[config.mk]
export PLATFORM = sky130hd
export DESIGN_NAME = conv_encoder
export DESIGN_NICKNAME = d
export VERILOG_FILES = /design/src/rtl/conv_encoder.sv
export SDC_FILE = /design/constraint.sdc
export NUM_CORES = 1
export LEC_CHECK = 0
export CAP_MARGIN = 0
export CORE_AREA = 2 2 39 41
export DETAILED_ROUTE_END_ITERATION = 8
export DIE_AREA = 0 0 41 43
export HOLD_SLACK_MARGIN = 0.02
export PLACE_DENSITY = 0.75
export SLEW_MARGIN = 10
export SYNTH_ARGS = -nofsm -noshare
export SYNTH_HDL_FRONTEND = slang
export SYNTH_SLANG_ARGS = --single-unit
[constraint.sdc]
create_clock -name clk -period 3.1 [get_ports clk]
set_input_delay 0.62 -clock clk [delete_from_list [all_inputs] [get_ports clk]]
set_output_delay 0.62 -clock clk [all_outputs]
set_load 0.02 [all_outputs]
[src/rtl/conv_encoder.sv]
// conv_encoder
// Rate-1/2, constraint-length-4 (8-state) convolutional encoder with optional zero-tail
// termination. One payload bit is accepted per cycle over a valid/ready stream and one
// 2-bit code symbol {c1, c0} is produced per bit through a single registered output slot.
// When tail termination is enabled, three zero bits follow each frame so that the trellis
// state returns to 0 and traceback on the receive side can start from state 0.
//
// Parameters
//   G0       generator for c0; bit 3 taps the current input u, bit 0 the oldest state bit
//   G1       generator for c1
//   TAIL_EN  1: append 3 zero tail bits after each in_last bit
//
// Ports
//   clk        rising-edge clock
//   rst        synchronous active-low reset
//   enable     0 freezes FSM, tail counter and state register (output slot still drains)
//   in_valid   payload bit valid
//   in_bit     payload bit u
//   in_last    final payload bit of the frame
//   in_ready   encoder accepts a bit this cycle
//   out_valid  code symbol valid
//   out_c      code symbol {c1, c0}
//   out_last   final symbol of the frame
//   out_ready  downstream accepts the symbol
//   enc_state  shift-register state {s2, s1, s0}, s2 newest

module conv_encoder #(
   parameter logic [3:0] G0      = 4'b1101,
   parameter logic [3:0] G1      = 4'b1111,
   parameter bit         TAIL_EN = 1'b1
) (
   input  logic       clk,
   input  logic       rst,
   input  logic       enable,
   input  logic       in_valid,
   input  logic       in_bit,
   input  logic       in_last,
   output logic       in_ready,
   output logic       out_valid,
   output logic [1:0] out_c,
   output logic       out_last,
   input  logic       out_ready,
   output logic [2:0] enc_state
);

   typedef enum logic [0:0] {
      StData = 1'b0,
      StTail = 1'b1
   } state_e;

   state_e     state_q, state_d;
   logic [1:0] tail_cnt_q, tail_cnt_d;
   logic [2:0] sr_q, sr_d;
   logic       out_valid_q, out_valid_d;
   logic [1:0] out_c_q, out_c_d;
   logic       out_last_q, out_last_d;

   logic       slot_free;
   logic       accept;
   logic       tail_step;
   logic       load;
   logic       enc_u;
   logic [3:0] window;
   logic [1:0] code;

   // ------------------------------------------------------------------
   // Code-bit generation. In TAIL the encoded bit is forced to zero;
   // in DATA it is the payload bit (only used when a bit is accepted).
   // ------------------------------------------------------------------
   always_comb begin
      enc_u  = (state_q == StData) ? in_bit : 1'b0;
      window = {enc_u, sr_q};
      code   = {^(window & G1), ^(window & G0)};
   end

   // ------------------------------------------------------------------
   // Handshake qualification. The output slot can take a new symbol when
   // it is empty or is being drained this same cycle, which gives one
   // symbol per cycle without a skid buffer. in_ready does not depend on
   // in_valid, so there is no combinational path from in_valid outward.
   // ------------------------------------------------------------------
   always_comb begin
      slot_free = !out_valid_q || out_ready;
      in_ready  = enable && (state_q == StData) && slot_free;
      accept    = in_valid && in_ready;
      tail_step = enable && (state_q == StTail) && slot_free;
      load      = accept || tail_step;
   end

   // ------------------------------------------------------------------
   // Next-state logic: FSM, tail counter, shift register, output slot.
   // ------------------------------------------------------------------
   always_comb begin
      state_d     = state_q;
      tail_cnt_d  = tail_cnt_q;
      sr_d        = sr_q;
      out_valid_d = out_valid_q;
      out_c_d     = out_c_q;
      out_last_d  = out_last_q;

      // Drain first; a load in the same cycle overrides it below.
      if (out_valid_q && out_ready) begin
         out_valid_d = 1'b0;
         out_last_d  = 1'b0;
      end

      if (load) begin
         out_valid_d = 1'b1;
         out_c_d     = code;
         out_last_d  = 1'b0;
         sr_d        = {enc_u, sr_q[2:1]};
      end

      unique case (state_q)
         StData: begin
            if (accept && in_last) begin
               if (TAIL_EN) begin
                  state_d    = StTail;
                  tail_cnt_d = 2'd0;
               end else begin
                  // Untermined frame: restart the next frame from state 0.
                  out_last_d = 1'b1;
                  sr_d       = 3'b000;
               end
            end
         end
         StTail: begin
            if (tail_step) begin
               if (tail_cnt_q == 2'd2) begin
                  // Three zeros have been shifted in, so sr_d is 0 here.
                  out_last_d = 1'b1;
                  state_d    = StData;
                  tail_cnt_d = 2'd0;
               end else begin
                  tail_cnt_d = tail_cnt_q + 2'd1;
               end
            end
         end
      endcase
   end

   // ------------------------------------------------------------------
   // State registers with synchronous active-low reset. Reset discards
   // any pending symbol and any remaining tail bits.
   // ------------------------------------------------------------------
   always_ff @(posedge clk) begin
      if (!rst) begin
         state_q     <= StData;
         tail_cnt_q  <= 2'd0;
         sr_q        <= 3'b000;
         out_valid_q <= 1'b0;
         out_c_q     <= 2'b00;
         out_last_q  <= 1'b0;
      end else begin
         if (enable) begin
            state_q    <= state_d;
            tail_cnt_q <= tail_cnt_d;
            sr_q       <= sr_d;
         end
         // The output slot keeps draining while enable is low; no load can
         // happen then because both accept and tail_step require enable.
         out_valid_q <= out_valid_d;
         out_c_q     <= out_c_d;
         out_last_q  <= out_last_d;
      end
   end

   assign out_valid = out_valid_q;
   assign out_c     = out_c_q;
   assign out_last  = out_last_q;
   assign enc_state = sr_q;

endmodule

==> Implementation_results.wiki, run 1 <==
{| class="wikitable"
! Metric !! Value
|-
| Run status || finished, final reports clean
|-
| Total clock buffers created by CTS || 3
|-
| Number of stages on the worst hold path || 2
|-
| Start of the worst register-to-register path || state_q
|-
| Placer Congestion || 0.721
|-
| Overall fraction of global-route tracks in use || 0.118
|-
| Post-route setup TNS || 0 ns
|-
| Flip-flop and latch count after synthesis || 10
|-
| Maximum number of pins on one net before global-route repair || 11
|-
| Synthesized cell area || 495 µm²
|-
| Die W || 41 µm
|-
| Standard-cell rows || 14
|-
| Highest cell delay on the worst timing path || 0.61 ns
|-
| Hold bufs inserted after CTS || 0
|-
| Insertion delay of the later-clocked pin in the worst-skew pair || 0.26 ns
|-
| Deepest level of the CTS H-tree || 1
|-
| Reg clk slew, reported paths || 0.07 ns
|-
| Initial standard-cell utilization of the core || 0.358
|-
| Total congestion overflow || 0
|-
| IR Drop Worst-Case VDD || 0.000209 V
|-
| Worst path required time || 2.48 ns
|-
| Post-layout net count || 72
|-
| Final number of max-transition violations || 0
|-
| Number of nets still failing antenna checks after routing || 0
|-
| Clock tree from TritonCTS || done
|-
| Worst reg-to-reg setup slack || 1.86 ns
|-
| Detailed-routing iteration count for the pre-antenna-repair pass || 3
|-
| Pre-CTS WS || 0.426 ns
|-
| Ratio of final minimum period to clock period || 0.862
|-
| CP Launch Type || primary input
|-
| Die span in y || 43 µm
|-
| Layout area overhead || 37.4%
|-
| Slowest library cell on the worst path || clkdlybuf4s50_1
|-
| FILL cells || 143
|-
| Num Clock Sinks || 10
|-
| Count of port buffers added during placement || 14
|-
| Achievable clock frequency || 374 MHz
|-
| Final number of setup-violating endpoints || 0
|-
| Buffer type at the clock tree root || clkbuf_4
|-
| Post-cts gate resize count || 0
|-
| Capture point of the critical path || in_ready
|-
| Final instance area || 681 µm²
|-
| CP Cell Sequence || clkdlybuf4s50_1 -> nand2b_4 -> nand2_4 -> nor2_1 -> clkdlybuf4s50_1
|-
| Worst min-delay path category || register to register
|-
| DIE AREA || 1760 µm²
|-
| Origin of the worst setup path || out_ready
|-
| Worst path bufs/invs || 2
|-
| Post-route core utilization || 0.492
|-
| Detail-routed net length per standard cell || 10.9 µm
|-
| Net Count, Synth || 54
|-
| Number of maximum-capacitance violations || 0
|-
| First-pass GRT wire length || 1.35 mm
|-
| Number of setup buffers added after CTS || 0
|-
| Endpoint kind of the worst setup timing path || output pin
|-
| Cell class contributing the biggest share of worst-path delay || buffers and inverters
|-
| Diodes inserted || 0
|-
| Final Skew || 0.00454 ns
|-
| Tightest slew margin relative to the limit || 0.767
|-
| DRT iter0 DRCs || 2
|-
| Via count of the first global-routing pass || 342
|-
| Worst setup slack after layout || 0.429 ns
|-
| Most frequent cell on the critical path || clkdlybuf4s50_1
|-
| Total of warnings raised by yosys || 0
|-
| Largest fanout of any net on the critical path || 6
|-
| Sequential cell area fraction in the yosys report || 0.404
|-
| Area of the core region || 1380 µm²
|-
| Endpoint of the lowest-slack register-to-register path || out_c[1]
|-
| Setup CP Type || primary input to output pin
|-
| Ports || 15
|-
| Cell Area, Placed || 644 µm²
|-
| Number of distinct library cells after synthesis || 22
|-
| Hold Vio Cnt, Final || 0
|-
| Number of stages on the worst setup path || 5
|-
| Post-route DRC || 0
|-
| Actual slew at the worst max-slew pin || 0.349 ns
|-
| Final wirelength || 870 µm
|-
| Fraction of layout cells with a size suffix above 1 || 0.141
|-
| Path depth of the worst reg2reg path || 4
|-
| Time the final worst path needs with I/O delays and setup || 2.67 ns
|-
| Leak || 0.000271 µW
|-
| Initial antenna violation count || 0
|-
| Total power per unit cell area || 459 nW/µm²
|-
| DR vias || 392
|-
| Setup repair after global routing missed its margin || false
|-
| Vias per cell || 4.90
|-
| Maximum count of clock buffers along a single path || 2
|-
| HPWL after detailed placement || 675 µm
|-
| Post-synthesis instance total || 47
|-
| Critical path data arrival time || 2.05 ns
|-
| Per-instance average area after synthesis || 10.5 µm²
|}
==> worst min-delay path by stage <==
stage	endpoint	slack (ns)	from
global route	out_last	0.49	out_last
CTS	out_last	0.47	out_last
global placement	out_last	0.46	out_last
detailed placement	out_last	0.46	out_last
finish	out_last	0.47	out_last
floorplan	tail_cnt_q[1]	0.46	tail_cnt_q[1]
==> cell families (layout without fill, tap and decap cells) <==
logic type | after synthesis | after routing | share of synthesized area
AND/OR/NAND/NOR | 19 | 19 | 0.263
AO/OA/AOI/OAI | 10 | 10 | 0.177
flip-flops | 10 | 10 | 0.404
multiplexers | 4 | 4 | 0.0808
XOR/XNOR | 3 | 3 | 0.0530
buffers and inverters | 1 | 18 | 0.0227
==> metal layers <==
layer | up-vias | global-route usage | wire length (µm)
li1 | 200 | - | -
met1 | 182 | 0.120 | 394
met2 | 8 | 0.184 | 429
met3 | 2 | 0.0471 | 32
met4 | 0 | 0.0800 | 13
met5 | - | 0 | 0
==> cells in the final DEF (no fill, tap or decap) <==
cell,n
o21ai_0,2
clkbuf_8,1
clkdlybuf4s50_1,14
dfxtp_1,10
nand4b_1,1
mux2i_1,4
nor2b_1,6
nand3_1,1
or3_1,1
nand2b_4,1
nand4_1,2
nand2_1,3
nor2b_4,1
nand2b_1,1
o211ai_4,1
nand2_4,1
a21oi_1,1
xnor2_1,2
a21boi_1,4
o211a_1,1
xor2_1,1
nor2_1,1
clkbuf_4,3
a21boi_2,1
==> per-stage QoR <==
stage	total power, µW	std cells	hold WS [ns]
6_report	312	80	0.466
2_1_floorplan	174	47	0.462
3_5_place_dp	197	76	0.462
4_1_cts	317	80	0.472
5_1_grt	327	80	0.487
3_3_place_gp	195	76	0.456
==> power breakdown <==
group,leakage [µW],switching [µW],total (µW),internal (µW)
sequential,0.0000814,5.34,139,133
combinational,0.000168,24.4,54.1,29.7
clock,0.0000210,48.3,120,71.2
==> worst register-to-register path, delay by kind of cell (launching register included) <==
kind	cells	cell delay (ns)
DFF	1	0.53
xor gates and xnor gates	2	0.33
and+or+nand+nor	1	0.07
AOI/OAI and AO/OA	1	0.21
==> state kept, by name, indices dropped and copies added, names as in the netlist <==
name        count
enc_state       3
out_c           2
out_last        1
out_valid       1
state_q         1
tail_cnt_q      2
==> cell type report <==
type	instances	area, µm²	area share
timing repair buffer	14	140	0.206
tap	16	20.0	0.0294
sequential	10	200	0.294
clock buffer	4	36.3	0.0533
multi-input combinational	36	284	0.417
==> cells in the mapped netlist, drive strengths merged <==
library cell,n,share of area
o211ai,1,0.043
buf,1,0.023
nand4,2,0.025
xnor2,2,0.035
nor2b,7,0.10
mux2i,4,0.081
a21oi,1,0.010
dfxtp,10,0.40
nor2,1,0.0076
o21ai,2,0.020
or3,1,0.013
nand4b,1,0.018
xor2,1,0.018
nand3,1,0.010
o211a,1,0.020
a21boi,5,0.083
nand2b,2,0.040
nand2,4,0.045
Power figures use the tool's default switching activity.
==> run 2, diff against run 1 <==
--- a/config.mk
+++ b/config.mk
@@ -6,12 +6,13 @@
 export NUM_CORES = 1
 export LEC_CHECK = 0
 export CAP_MARGIN = 0
-export CORE_AREA = 2 2 39 41
+export CORE_AREA = 2 2 42 48
 export DETAILED_ROUTE_END_ITERATION = 8
-export DIE_AREA = 0 0 41 43
+export DIE_AREA = 0 0 44 50
+export GPL_TIMING_DRIVEN = 0
 export HOLD_SLACK_MARGIN = 0.02
-export PLACE_DENSITY = 0.75
-export SLEW_MARGIN = 10
+export PLACE_DENSITY = 0.63
+export SLEW_MARGIN = 20
 export SYNTH_ARGS = -nofsm -noshare
 export SYNTH_HDL_FRONTEND = slang
 export SYNTH_SLANG_ARGS = --single-unit
==> Implementation_results.wiki, run 2 (synthesized netlist as in run 1, its figures left out) <==
{| class="wikitable"
! Metric !! Value
|-
| Detail-routed net length per standard cell || 11.4 µm (+5.0%)
|-
| Via count of the first global-routing pass || 389 (+14%)
|-
| Critical path data arrival time || 2.03 ns (-0.02 ns)
|-
| Cell class contributing the biggest share of worst-path delay || buffers and inverters
|-
| Time the final worst path needs with I/O delays and setup || 2.65 ns (-0.0194 ns)
|-
| Worst min-delay path category || register to register
|-
| Max reg flops || 3 (unchanged)
|-
| First-pass GRT wire length || 1.61 mm (+19%)
|-
| Deepest level of the CTS H-tree || 1 (unchanged)
|-
| Most frequent cells in the layout || clkdlybuf4s50_1, dfxtp_1, nor2b_1
|-
| Highest cell delay on the worst timing path || 0.60 ns (about the same)
|-
| Number of maximum-capacitance violations || 0 (unchanged)
|-
| Final Skew || 0.00267 ns (-0.00186 ns)
|-
| Setup repair after global routing missed its margin || false
|-
| Die W || 44 µm (+7.3%)
|-
| Overall fraction of global-route tracks in use || 0.102 (-0.0157)
|-
| HPWL after detailed placement || 687 µm (+1.8%)
|-
| Setup CP Type || primary input to output pin
|-
| Met2 global-route usage || 0.145 (-0.0398)
|-
| DIE AREA || 2200 µm² (+25%)
|-
| Maximum count of clock buffers along a single path || 2 (unchanged)
|-
| Placer Congestion || 0.761 (+5.5%)
|-
| Final wirelength || 936 µm (+7.6%)
|-
| Largest fanout of any net on the critical path || 6 (unchanged)
|-
| Final number of max-transition violations || 0 (unchanged)
|-
| Actual slew at the worst max-slew pin || 0.327 ns (-0.0219 ns)
|-
| GRT Max-Usage Layer || met2
|-
| Most frequent cell on the critical path || clkdlybuf4s50_1
|-
| Reg clk slew, reported paths || 0.06 ns (about the same)
|-
| Post-route DRC || 0 (unchanged)
|-
| Ports || 15 (unchanged)
|-
| CP Launch Type || primary input
|-
| Worst path required time || 2.48 ns (about the same)
|-
| GR met3 Demand/Resource || 0.0366 (-0.0105)
|-
| Layout area overhead || 37.4% (unchanged)
|-
| Commonest non-fill, non-tap cell in the layout || clkdlybuf4s50_1
|-
| Fraction of layout cells with a size suffix above 1 || 0.141 (unchanged)
|-
| Number of setup buffers added after CTS || 0 (unchanged)
|-
| Number of nets still failing antenna checks after routing || 0 (unchanged)
|-
| Total congestion overflow || 0 (unchanged)
|-
| Post-cts gate resize count || 0 (unchanged)
|-
| Count of port buffers added during placement || 14 (unchanged)
|-
| Run status || finished, final reports clean
|-
| Ratio of final minimum period to clock period || 0.855 (-0.00625)
|-
| Die span in y || 50 µm (+16%)
|-
| Final number of setup-violating endpoints || 0 (unchanged)
|-
| Post-route setup TNS || 0 ns (unchanged)
|-
| Initial antenna violation count || 0 (unchanged)
|-
| Achievable clock frequency || 377 MHz (+0.73%)
|-
| Maximum number of pins on one net before global-route repair || 11 (unchanged)
|-
| Seq. cell area || 200 µm² (unchanged)
|-
| Tightest slew margin relative to the limit || 0.781 (+0.0138)
|-
| Multi-input gate area in the final layout || 284 µm² (unchanged)
|-
| DRT iter0 DRCs || 7 (+5)
|-
| IR Drop Worst-Case VDD || 0.000180 V (-14%)
|-
| Worst path bufs/invs || 2 (unchanged)
|-
| Power consumption || 280 µW (-11%)
|-
| Detailed-routing iteration count for the pre-antenna-repair pass || 4 (+1)
|-
| Vias per cell || 4.74 (-3.2%)
|-
| Met1 routing resource usage after global routing || 0.118 (-0.00170)
|-
| Endpoint kind of the worst setup timing path || output pin
|-
| Post-layout net count || 73 (+1.4%)
|-
| DR vias || 389 (-0.77%)
|-
| Total clock buffers created by CTS || 3 (unchanged)
|-
| Insertion delay of the later-clocked pin in the worst-skew pair || 0.25 ns (about the same)
|-
| Initial standard-cell utilization of the core || 0.288 (-0.0703)
|-
| Buffer type at the clock tree root || clkbuf_4
|-
| Diodes inserted || 0 (unchanged)
|-
| FILL cells || 176 (+23%)
|-
| Leak || 0.000270 µW (-0.39%)
|-
| Hold Vio Cnt, Final || 0 (unchanged)
|-
| Standard-cell rows || 16 (+2)
|-
| Hold bufs inserted after CTS || 0 (unchanged)
|-
| Slowest library cell on the worst path || clkdlybuf4s50_1
|-
| Total power per unit cell area || 411 nW/µm² (-11%)
|-
| CP Cell Sequence || clkdlybuf4s50_1 -> nand2b_4 -> nand2_4 -> nor2_1 -> clkdlybuf4s50_1
|-
| Clock tree from TritonCTS || done
|-
| Num Clock Sinks || 10 (unchanged)
|-
| Area of the core region || 1720 µm² (+24%)
|}
==> run 2: cell type report <==
class / instances / area share
Sequential cell: 10 / 0.294
Multi-Input combinational cell: 36 / 0.417
Tap cell: 18 / 0.0331
Buffer: 1 / 0.0165
Clock buffer: 3 / 0.0331
Timing Repair Buffer: 14 / 0.206
==> run 2: worst reg2reg max path, cell delays in order, from the launching register on <==
cell	delay, ns
dfxtp_1	0.33
buf_6	0.14
nor2b_4	0.05
xnor2_1	0.25
xor2_1	0.10
o211a_1	0.20
==> run 2: power by group <==
group | total, µW | switching [µW] | internal, µW | leakage [µW]
registers | 137 | 3.59 | 134 | 0.0000814
clock network | 84.9 | 40.2 | 44.6 | 0.0000138
logic | 57.4 | 26.5 | 31.0 | 0.000174
total | 280 | 70.3 | 209 | 0.000270
==> run 2: per-stage QoR <==
| step | instances | hold slack, ns | util | area (µm²) | worst slack, ns |
|---|---|---|---|---|---|
| after floorplan | 47 | 0.462 | - | 495 | 1.37 |
| after global placement | 79 | 0.457 | 0.382 | 658 | 0.439 |
| after detailed placement | 79 | 0.473 | 0.382 | 658 | 0.440 |
| after CTS | 82 | 0.482 | 0.395 | 681 | 0.442 |
| after global routing | 82 | 0.514 | 0.395 | 681 | 0.344 |
| final | 82 | 0.475 | 0.395 | 681 | 0.448 |
==> run 2: path summary, 6_finish.rpt <==
kind	start	to	slack, ns	depth (start not counted)
setup / recovery	out_ready	in_ready	0.45	5
hold / removal	out_last	out_last	0.48	2
setup reg to reg	state_q	out_c[1]	1.93	5
hold reg to reg	out_last	out_last	0.48	2
==> run 2: metal layers <==
metal  part of all wire  vias up
met3              0.077        2
met1               0.47      172
li1                   -      201
met2               0.43       14
met5                  0        -
met4              0.017        0
==> variant, RTL diff (config.mk and constraints of run 2) <==
The parameter `TAIL_EN` goes from 1'b1 to 1'b0.
--- a/src/rtl/conv_encoder.sv
+++ b/src/rtl/conv_encoder.sv
@@ -29,3 +29,3 @@
    parameter logic [3:0] G1      = 4'b1111,
-   parameter bit         TAIL_EN = 1'b1
+   parameter bit         TAIL_EN = 1'b0
 ) (
Check against the original RTL: not equivalent (a bounded check fails within 4 cycles, from zero or initial values and one cycle with rst low).
==> variant against run 2 <==
- register-to-register slack got worse by 0.10 ns
- first-iteration DRC count did not move
- combinational power is 28% lower
- sequential cell count unchanged
- design area fell by 8.5%
- non-clock buffer count is 1 lower
- area after synthesis fell by 12%
- highest routed layer is now met3
- die area is the same
- critical path type unchanged
- worst setup slack lost 0.024 ns
- total power down 6.8%
- routed wire length rose by 2.8%
==> variant: results (changes against run 2) <==
| Metric | Value |
|---|---|
| Crit path arrival time | `2.06 ns (was 2.03 ns)` |
| Synth area leaders | `dfxtp_1, a21oi_1, nand2_1 (was dfxtp_1, mux2i_1, nor2b_1)` |
| Via/cell ratio | `4.953 (was 4.744)` |
| Fill count | `185 (was 176)` |
| Leak | `0.2194 nW (was 0.2695 nW)` |
| Crit Path Max Fanout | `5 (was 6)` |
| Detailed Place HPWL | `711.4 µm (was 686.7 µm)` |
| First-pass GRT wire length | `1.600 mm (was 1.607 mm)` |
| Mapped Nets | `57 (was 54)` |
| R2R Path End | `state_q (was out_c[1])` |
| Crit path launch | `enable (was out_ready)` |
| Total GRT Usage | `9.956% (was 10.20%)` |
| Synth top cells by count | `dfxtp_1, nand2_1, a21oi_1 (was dfxtp_1, nor2b_1, a21boi_1, mux2i_1, nand2_1)` |
| Vias in the first global route | `400 (was 389)` |
| Worst ir drop on vdd | `0.1621 mV (was 0.1801 mV)` |
| Synth unique cells | `18 (was 22)` |
| Nets | `76 (was 73)` |
| Worst hold start | `out_c[0] (was out_last)` |
| Period utilization | `86.31% (was 85.55%)` |
| R2R setup slack | `1.83 ns (was 1.93 ns)` |
| Skew final | `0.0002456 ns (was 0.002673 ns)` |
| Status | `complete, no violations (unchanged)` |
| Largest net degree at the start of global routing | `8 (was 11)` |
| Wire length per cell | `11.32 µm (was 11.41 µm)` |
| Share of layout cells above drive strength 1 | `7.463% (was 14.06%)` |
[variant: cell count changes after synthesis, sizes merged, moves of 2 or more]
cell and delta:
or3b +2, nand3 +2, nand2 +6, mux2i -4
nor2b -5, a21oi +7, a21boi -5
[variant: metal layers]
layer  wire length [µm]  vias to the layer above  GRT usage [%]
li1                   -                      217              -
met1                452                      192          12.39
met2                470                       12          14.46
met3                 39                        0          2.198
met4                  0                        0          7.576
met5                  0                        -              0
[variant: worst min path at each step]
| stage | to | slack [ns] | cells after the start |
|---|---|---|---|
| 6_report | out_c[0] | 0.46 | 2 |
| 5_1_grt | out_c[0] | 0.50 | 2 |
| 2_1_floorplan | tail_cnt_q[0] | 0.45 | 2 |
| 3_3_place_gp | out_c[0] | 0.45 | 2 |
| 4_1_cts | out_c[0] | 0.47 | 2 |
| 3_5_place_dp | out_c[0] | 0.46 | 2 |
[variant: per-stage QoR]
| stage | instances | instance area, µm² | hold WS, ns |
|---|---|---|---|
| floorplan | 50 | 437.9 | 0.4488 |
| global placement | 82 | 600.6 | 0.4497 |
| detailed placement | 82 | 600.6 | 0.4580 |
| CTS | 85 | 623.1 | 0.4674 |
| global route | 85 | 623.1 | 0.5016 |
| finish | 85 | 623.1 | 0.4588 |
[variant: layout make-up]
cell class,instances,area (µm²),share of cell area [%]
tap,18,22.52,3.614
multi-input combinational,39,234.0,37.55
clock buffer,3,22.52,3.614
timing repair buffer,14,140.1,22.49
sequential,10,200.2,32.13
inverter,1,3.754,0.6024
[variant: where the power goes]
part           switching [mW]  internal, mW  total [mW]
registers             0.00292         0.132       0.135
logic                  0.0199        0.0214      0.0412
clock network          0.0395        0.0446      0.0841
total                  0.0623         0.198       0.261
[variant: logic make-up after synthesis]
logic type	synth area share, %
XOR/XNOR	6.001
AO/OA/AOI/OAI	18.57
AND/OR/NAND/NOR	28.86
buffers and inverters	0.8563
flip-flops	45.71
[variant: worst max-delay path, delay by kind of cell]
kind | cells | cell delay [ns]
buffers and inverters | 2 | 1.13
AND/OR/NAND/NOR | 2 | 0.30
